<file path="config.mk">
export PLATFORM = sky130hd
export DESIGN_NAME = ahci_dma_prd_sched
export DESIGN_NICKNAME = d
export VERILOG_FILES = /design/src/rtl/ahci_dma_pkg.sv /design/src/rtl/ahci_dma_burst_len.sv /design/src/rtl/ahci_dma_prd_sched.sv
export SDC_FILE = /design/constraint.sdc
export NUM_CORES = 1
export LEC_CHECK = 0
export CAP_MARGIN = 30
export CORE_AREA = 2 2 132 134
export CTS_CLUSTER_DIAMETER = 100
export DETAILED_ROUTE_END_ITERATION = 8
export DIE_AREA = 0 0 134 136
export GPL_ROUTABILITY_DRIVEN = 0
export PLACE_DENSITY = 0.79
export SETUP_SLACK_MARGIN = 0.3
export SLEW_MARGIN = 20
export SYNTH_ARGS = -nofsm -noshare
export SYNTH_HDL_FRONTEND = slang
export SYNTH_SLANG_ARGS = --single-unit
</file>
<file path="constraint.sdc">
create_clock -name hclk -period 4.65 [get_ports hclk]
set_input_delay 0.6975 -clock hclk [delete_from_list [all_inputs] [get_ports hclk]]
set_output_delay 0.6975 -clock hclk [all_outputs]
set_load 0.03 [all_outputs]
</file>
<file path="src/rtl/ahci_dma_pkg.sv">
// ahci_dma_pkg: shared states, burst/page limits and PRD qword-count helper for the AHCI DMA paths
package ahci_dma_pkg;
  typedef enum logic [2:0] {S_IDLE, S_LOAD, S_ISSUE, S_WAIT_R, S_WAIT_DONE} state_t;
  localparam int QW_PER_BURST = 16;
  localparam int PAGE_QW = 512;
  function automatic logic [31:0] qw_count(input logic [1:0] woffs, input logic [31:0] wcnt);
    return ((wcnt + {30'd0, woffs}) >> 2) + 32'd1;
  endfunction
endpackage

</file>
<file path="src/rtl/ahci_dma_burst_len.sv">
// ahci_dma_burst_len: burst size n = min(16, qrem, page room, credit)
module ahci_dma_burst_len
  import ahci_dma_pkg::*;
#(
  parameter int RW = 20,
  parameter int CW = 5
) (
  input  logic [RW-1:0] qrem,
  input  logic [9:0]    room,
  input  logic [CW-1:0] credit,
  output logic [4:0]    n
);
  localparam logic [4:0] B = 5'(QW_PER_BURST);
  logic [4:0] a, b, c, m;
  always_comb begin
    a = (qrem >= RW'(QW_PER_BURST)) ? B : qrem[4:0];
    b = (room >= 10'(QW_PER_BURST)) ? B : room[4:0];
    c = (credit >= CW'(QW_PER_BURST)) ? B : credit[4:0];
    m = (a < b) ? a : b;
    n = (m < c) ? m : c;
  end
endmodule

</file>
<file path="src/rtl/ahci_dma_prd_sched.sv">
// ahci_dma_prd_sched: arms the read FIFO per PRD and splits it into credit-throttled, page-safe AXI AR bursts (stats ports with AHCI_DMA_PRD_STATS_EN)
module ahci_dma_prd_sched
  import ahci_dma_pkg::*;
#(
  parameter int WCNT_BITS = 21,
  parameter int FIFO_QW   = 16,
  parameter int MAX_OUTST = 4
) (
  input  logic                 hclk,
  input  logic                 hrst_n,
  input  logic [31:0]          prd_addr,
  input  logic [WCNT_BITS-1:0] prd_wcnt,
  input  logic                 prd_last,
  input  logic                 prd_valid,
  output logic                 prd_ready,
  input  logic                 abort,
  output logic                 fifo_start,
  output logic [WCNT_BITS-1:0] fifo_wcnt,
  output logic [1:0]           fifo_woffs,
  output logic                 fifo_flush,
  input  logic                 fifo_din_re,
  input  logic                 fifo_done,
  output logic [31:0]          ar_addr,
  output logic [3:0]           ar_len,
  output logic                 ar_valid,
  input  logic                 ar_ready,
  input  logic                 r_last_hs,
  output logic                 busy,
  output logic                 prd_done
`ifdef AHCI_DMA_PRD_STATS_EN
  ,
  output logic [15:0]          stat_bursts,
  output logic [31:0]          stat_qwords
`endif
);
  localparam int RW = WCNT_BITS - 1;
  localparam int CW = $clog2(FIFO_QW) + 1;
  localparam int OW = $clog2(MAX_OUTST + 1);
  state_t state, state_n;
  logic [31:1] addr_r;
  logic flush_r, ab_r, ab, hs, offer;
  logic [28:0] qaddr;
  logic [RW-1:0] qrem;
  logic [CW-1:0] credit;
  logic [OW-1:0] outst;
  logic [4:0] n, n_r;
  logic unused_addr0;
  assign unused_addr0 = prd_addr[0];
  ahci_dma_burst_len #(.RW(RW), .CW(CW)) u_len (
    .qrem(qrem),
    .room(10'(PAGE_QW) - {1'b0, qaddr[8:0]}),
    .credit(credit),
    .n(n)
  );
  assign ab = abort | ab_r;
  assign hs = ar_valid & ar_ready;
  // offer is registered so ar_len stays frozen while credits trickle in during a stalled offer
  assign offer = state == S_ISSUE && !ar_valid && !ab && n != 5'd0 && outst < OW'(MAX_OUTST);
  assign prd_ready = state == S_IDLE;
  assign fifo_start = state == S_LOAD;
  assign busy = state != S_IDLE;
  assign fifo_woffs = addr_r[2:1];
  assign fifo_flush = flush_r & busy;
  assign ar_addr = {qaddr, 3'b000};
  assign prd_done = state == S_WAIT_DONE && fifo_done && !ab;
  always_ff @(posedge hclk or negedge hrst_n)
    if (!hrst_n) state <= S_IDLE;
    else state <= state_n;
  always_comb begin
    state_n = state;
    case (state)
      S_IDLE:      state_n = prd_valid ? S_LOAD : S_IDLE;
      S_LOAD:      state_n = ab ? S_WAIT_R : S_ISSUE;
      S_ISSUE:     state_n = hs ? ((qrem == RW'(n_r) || ab) ? S_WAIT_R : S_ISSUE)
                                : ((!ar_valid && ab) ? S_WAIT_R : S_ISSUE);
      S_WAIT_R:    state_n = outst != '0 ? S_WAIT_R : (ab ? S_IDLE : S_WAIT_DONE);
      S_WAIT_DONE: state_n = (ab || fifo_done) ? S_IDLE : S_WAIT_DONE;
      default:     state_n = S_IDLE;
    endcase
  end
  always_ff @(posedge hclk or negedge hrst_n)
    if (!hrst_n) begin
      addr_r    <= '0;
      fifo_wcnt <= '0;
      flush_r   <= 1'b0;
      ab_r      <= 1'b0;
      qaddr     <= '0;
      qrem      <= '0;
      credit    <= CW'(FIFO_QW);
      outst     <= '0;
      ar_valid  <= 1'b0;
      ar_len    <= '0;
      n_r       <= '0;
    end else begin
      assert (credit <= CW'(FIFO_QW));
      credit <= credit - (hs ? CW'(n_r) : CW'(0)) + CW'(fifo_din_re);
      outst  <= outst + OW'(hs) - OW'(r_last_hs);
      ab_r   <= state != S_IDLE && ab;
      if (prd_valid && prd_ready) begin
        addr_r    <= prd_addr[31:1];
        fifo_wcnt <= prd_wcnt;
        flush_r   <= prd_last;
      end
      if (state == S_LOAD) begin
        qaddr <= addr_r[31:3];
        qrem  <= RW'(qw_count(addr_r[2:1], 32'(fifo_wcnt)));
      end
      if (offer) begin
        ar_valid <= 1'b1;
        ar_len   <= 4'(n - 5'd1);
        n_r      <= n;
      end
      if (hs) begin
        ar_valid <= 1'b0;
        qaddr    <= qaddr + 29'(n_r);
        qrem     <= qrem - RW'(n_r);
      end
    end
`ifdef AHCI_DMA_PRD_STATS_EN
  always_ff @(posedge hclk or negedge hrst_n)
    if (!hrst_n) begin
      stat_bursts <= '0;
      stat_qwords <= '0;
    end else if (state == S_LOAD) begin
      stat_bursts <= '0;
      stat_qwords <= '0;
    end else if (hs) begin
      stat_bursts <= stat_bursts + 16'd1;
      stat_qwords <= stat_qwords + 32'(n_r);
    end
`endif
endmodule

</file>
# --- Yosys cells after proc, flatten, opt, wreduce, memory -nomap -nowiden ---
# Cells that the tools add are included.
totals:
  register_bits: 124
  elab_cells: 76
classes:
  add_sub_neg: 10
  order_cmp: 6
  n_eq_ne: 5
  n_mux: 21
  n_bitwise: 3
  n_reduce_logical: 19
ops:
  columns: ["cell", "count"]
  rows:
  - ["$mux 29", 2]
  - ["$mux 20", 2]
  - ["$mux 5", 6]
  - ["$add 29x5->29", 1]
  - ["$add 21x2->22", 1]
  - ["$add 20x1->20 const B", 1]
  - ["$eq 20x5->1", 1]
  - ["$ge 20x5->1 const B", 1]
  - ["$sub 20x5->20", 1]
  - ["$pmux 3 s5", 1]
  - ["$ge 10x5->1 const B", 1]
  - ["$lt 5x5->1", 2]
  - ["$sub 10x9->10 const A", 1]
  - ["$logic_and 1x1->1", 9]
  - ["$mux 3", 3]
  - ["$mux 1", 7]
  - ["$eq 3x2->1 const B", 2]
  - ["$reduce_bool 3->1", 2]
  - ["$add 5x1->5", 1]
  - ["$ge 5x5->1 const B", 1]
  - ["$reduce_bool 5->1", 1]
  - ["$sub 5x5->5", 1]
  - ["$reduce_bool 2->1", 2]
  - ["$sub 4x1->4 const B", 1]
  - ["10 further kinds", 13]

# --- Depth between registers and ports, before layout ---
logic_depth:
  ltp_word: 12
  depth_mapped: 24
  depth_no_buf: 22

# --- Hierarchy ---
# Synthesis repeated with hierarchy kept, for this count alone.
hier_totals:
  cells_unflattened: 774
  hier_area_um2: 7763.7
by_module_without_submodules:
  columns: ["mod", "n_inst", "cells_per_inst", "area_per_inst_um2", "seq_area_each_um2"]
  rows:
  - ["ahci_dma_prd_sched", 1, 708, 7279.5, 3104.2]
  - ["ahci_dma_burst_len", 1, 66, 484.2, 0.0]

# --- Worst setup path after synthesis ---
# Ideal clock, no wire load.
synth_timing:
  path_type: "reg2reg"
  start: "reg qaddr[1]"
  end: "reg ar_len[0]"
  setup_ns: 0.125
  arrival_time_ns: 4.906
  t_required_ns: 4.525
  path_slack_ns: -0.381
  stages_incl_launch_ff: 25
  path_buffers: 2
  period_less_slack_ns: 5.031
  cell_sequence: "dfrtp_1 inv_1 ha_1 nor3b_1 xnor2_1 nor2b_1 and2_0 clkbuf_2 nand2_1 ha_1 a21oi_1 o21a_1 o21ai_2 a32o_2 ha_1 a21o_1 a21o_1 a21oi_1 a21boi_0 a21oi_1 inv_1 ha_1 a41o_1 buf_6 mux2_4"
synth_via:
  elab_chain_len: 10
  word_cells_on_any_way: 11
  cone_classes: "add/sub (2); order compare (3); mux (3); reduce/logical (3)"
synth_rtl:
  columns: ["element", "line", "text"]
  rows:
  - ["start, declared", "ahci_dma_prd_sched.sv:42", "logic [28:0] qaddr;"]
  - ["start signal, assigned", "ahci_dma_prd_sched.sv:105", "qaddr <= addr_r[31:3];"]
  - ["start signal, assigned", "ahci_dma_prd_sched.sv:115", "qaddr <= qaddr + 29'(n_r);"]
  - ["$sub 10x9->10 *", "ahci_dma_prd_sched.sv:51", ".room(10'(PAGE_QW) - {1'b0, qaddr[8:0]}),"]
  - ["$ge 10x5->1", "ahci_dma_burst_len.sv:17", "b = (room >= 10'(QW_PER_BURST)) ? B : room[4:0];"]
  - ["$mux 5 *", "ahci_dma_burst_len.sv:17", null]
  - ["$lt 5x5->1", "ahci_dma_burst_len.sv:19", "m = (a < b) ? a : b;"]
  - ["$mux 5 *", "ahci_dma_burst_len.sv:19", null]
  - ["$lt 5x5->1", "ahci_dma_burst_len.sv:20", "n = (m < c) ? m : c;"]
  - ["$mux 5 *", "ahci_dma_burst_len.sv:20", null]
  - ["parallel branches: the longest is 3 deep, another holds $sub 4x1->4", null, null]
  - ["end signal, assigned", "ahci_dma_prd_sched.sv:110", "ar_len <= 4'(n - 5'd1);"]
  - ["end, declared", "ahci_dma_prd_sched.sv:24", "output logic [3:0] ar_len,"]
# Every way passes the cells marked *.
# A chain may end at the register's enable or synchronous reset.

# --- Worst setup path after layout ---
# Same ends and word-level chain as after synthesis.

==> out/qor.txt <==
Count of pins over their slew limit: 0
Largest net degree at the start of global routing: 60
Total Die Area: 18220 um2
Most common cell in the synthesized netlist: dfrtp_1
Number of distinct library cell variants in the gate-level netlist after synthesis: 73
Share of cells above drive strength 1: 21.39%
Worst slew margin relative to its limit: 35.76%
Leak Pwr: 4.170 nW
Shortest clock period the worst path allows after layout: 4.540 ns
Setup repair after global routing missed its margin: yes
Signed area change from the synthesized netlist to the final layout: 36.27%
Dpl hpwl: 13260 um
Clock latency at the later pin of the worst-skew pair: 0.43 ns
Launch point of the worst path: qaddr[1]
Synth Cell Area: 7154 um2
Transition time at the pin with the least slew margin: 0.9635 ns
Status: completed
TritonCTS clock tree: yes
Top cell type by total area after synthesis: dfrtp_1
Port Buffer Count: 122
CP endpoint kind: flop
Capture point of the critical path: ar_len[0]
DR vias: 6147
Total wire length after detailed routing: 19040 um
Yosys synthesis warning count: 0
Post-Route Utilization: 57.77%
Arrival time of the worst setup path: 4.85 ns
Number of nets in the finished design: 979
Avg Vias per Cell: 5.498
Hold violation total from the final report: 0
Count of nets left with antenna violations after detail routing: 0
Drt first pass iters: 5
Worst hold slack after final layout: 0.3205 ns
CP Launch Type: flop
Top cells by instance count after synthesis: dfrtp_1, nor2_1, nand2_1
Number of I/O pins: 127
Avg Cell Area, Syn: 9.882 um2
Period utilisation layout: 97.63%
Iter 0 DRT Violations: 361
Max Root-Sink Buffers: 2
Reg2reg start: qaddr[1]
Req. time, crit path: 4.96 ns
Post-synthesis sequential area ratio: 43.39%
Antenna cells: 0
Clk Tree Root Cell: clkbuf_16
Leading register cell type out of synthesis: dfrtp_1
Synth area leaders: dfrtp_1, mux2_2, ha_1
Via count of the first global-routing pass: 6337
Clock buffer count from CTS: 17
Starting density of the core: 42.39%
Pre-CTS setup slack: -0.09846 ns
Cell count after synthesis: 724
Largest vdd supply drop: 0.4186 mV
Register-to-register setup slack: 0.11 ns
Worst-case clock skew: 0.009178 ns
PnR worst setup slack: 0.1104 ns
Top-area cell type share of the netlist area: 43.02%
Cell row count: 48
Top fanout value on the critical path: 6
# setup viols final: 0
Wire length of the first global-routing pass: 31060 um
Fmax achieved: 0.2203 GHz
Max-cap violation count: 0
Worst min path class: input port to asynchronous set/reset pin
R2R cell count: 20
Routed length per placed instance: 17.03 um
Total clock sinks: 124
Total routing resource utilization after global routing: 21.65%
Number of H-tree branching levels: 4
Die Wd: 134 um
Clock input transition at the sequential cells of the worst setup and hold paths: 0.06 ns
Number of synthesized flops with an enable pin: 0
Antenna violations before repair: 0
Number of remaining DRC errors: 0
Kind of critical path: flop to flop
Worst reg2reg path endpoint: ar_len[0]
Die Y: 136 um
Count of state elements after synthesis: 124
Total overflow reported by the global router: 0
Area of the core: 16880 um2
Proportion of register bits with asynchronous set or reset after synthesis: 100.0%
Power per cell area: 694.8 nW/um2
==> layer usage <==
layer	vias to the layer above	global-route usage [%]	wire [um]
met5	-	0	0
met4	0	10.64	606
met3	48	5.295	1134
met2	190	36.30	9253
met1	2991	26.14	8045
li1	2918	-	-
==> timing repair <==
action                                  in CTS  in global routing
endpoints found under the setup margin      10                 10
hold buffers                                 0                  0
buffers inserted                            16                  3
pin swaps                                   17                 10
resized for setup                           18                 15
==> placed cells by master, fill, tap and decap left out, types with 4 or more instances in the layout <==
cell type	instances
a21oi_2	4
xor2_1	16
nand2_1	51
clkinv_2	4
clkbuf_16	17
a311oi_1	11
nor2_1	65
nor3_1	16
nand2b_1	5
ha_4	6
ha_1	26
o22ai_1	7
clkdlybuf4s50_1	121
bufinv_16	4
mux2i_1	10
o21ai_0	36
fa_1	4
a21oi_1	35
a211oi_1	15
and2_1	4
and3_1	11
a21o_1	7
buf_4	43
o21a_1	4
nand4_1	7
inv_1	36
nor4_1	4
nor2b_1	8
o211ai_1	7
dfrtp_1	121
xnor2_1	17
buf_6	6
o221a_2	4
nand3_1	22
mux2_2	50
==> per-stage QoR <==
step	power (mW)	setup TNS [ns]	instances	cell area [um2]
floorplan	3.971	0	726	7266
global placement	5.000	0	1066	8813
detailed placement	5.103	-0.5282	1067	8828
CTS	6.689	0	1115	9649
global route	7.179	-0.2239	1118	9749
finish	6.773	0	1118	9749
==> cells by family (layout without fill, tap and decap cells) <==
group | after synthesis | after routing | synth area share [%]
adders and majority gates | 37 | 37 | 6.891
xor gates and xnor gates | 35 | 35 | 4.285
other | 1 | 3 | 0.05242
muxes | 64 | 64 | 10.04
buffers and inverters | 75 | 242 | 4.389
and+or+nand+nor | 224 | 224 | 15.43
AOI/OAI and AO/OA | 164 | 164 | 15.53
DFF | 124 | 124 | 43.39
==> report_power, final <==
part           internal [mW]  switching, mW  total [mW]
combinational           1.59           1.69        3.29
sequential              1.58          0.497        2.08
clock                  0.894          0.512        1.41
==> flip-flops by register name, summed over array words and instances, names as in the netlist <==
| name | flops |
|---|---|
| flush_r | 1 |
| qaddr | 29 |
| ar_valid | 1 |
| ar_len | 4 |
| addr_r | 31 |
| credit | 5 |
| qrem | 20 |
| ab_r | 1 |
| outst | 3 |
| state | 3 |
| fifo_wcnt | 21 |
| n_r | 5 |
==> worst min path at each step <==
stage | from | endpoint | slack (ns) | depth (start not counted)
detailed placement | ab_r | state[2] | 0.47 | 1
finish | hrst_n | fifo_wcnt[6] | 0.32 | 1
floorplan | hrst_n | ab_r | 0.40 | 0
global placement | ab_r | state[2] | 0.46 | 1
CTS | hrst_n | fifo_wcnt[6] | 0.35 | 1
global route | hrst_n | fifo_wcnt[6] | 0.38 | 1
==> area by class of cell <==
class | instances | area, um2
Clock buffer | 17 | 425.4
Inverter | 39 | 148.9
Multi-Input combinational cell | 527 | 3973
Timing Repair Buffer | 171 | 1617
Clock inverter | 15 | 197.7
Sequential cell | 124 | 3107
Tap cell | 225 | 281.5
Fill cell | 1377 | 7127
==> worst max-delay path, stage by stage (launching register included) <==
cell and delay [ns]:
dfrtp_2 0.42, inv_4 0.07, ha_4 0.13, nor3b_4 0.27
xnor2_2 0.13, nor2b_2 0.17, and2_4 0.22, nand2_4 0.06
ha_4 0.28, nand4_1 0.15, o211a_1 0.31, a32o_2 0.28
ha_4 0.22, a21o_1 0.16, a21o_1 0.18, a21oi_4 0.17
o21a_1 0.22, buf_6 0.14, mux2i_2 0.25, a41o_4 0.30
mux2_4 0.31
Note: power is estimated with default switching activity, not from simulation.
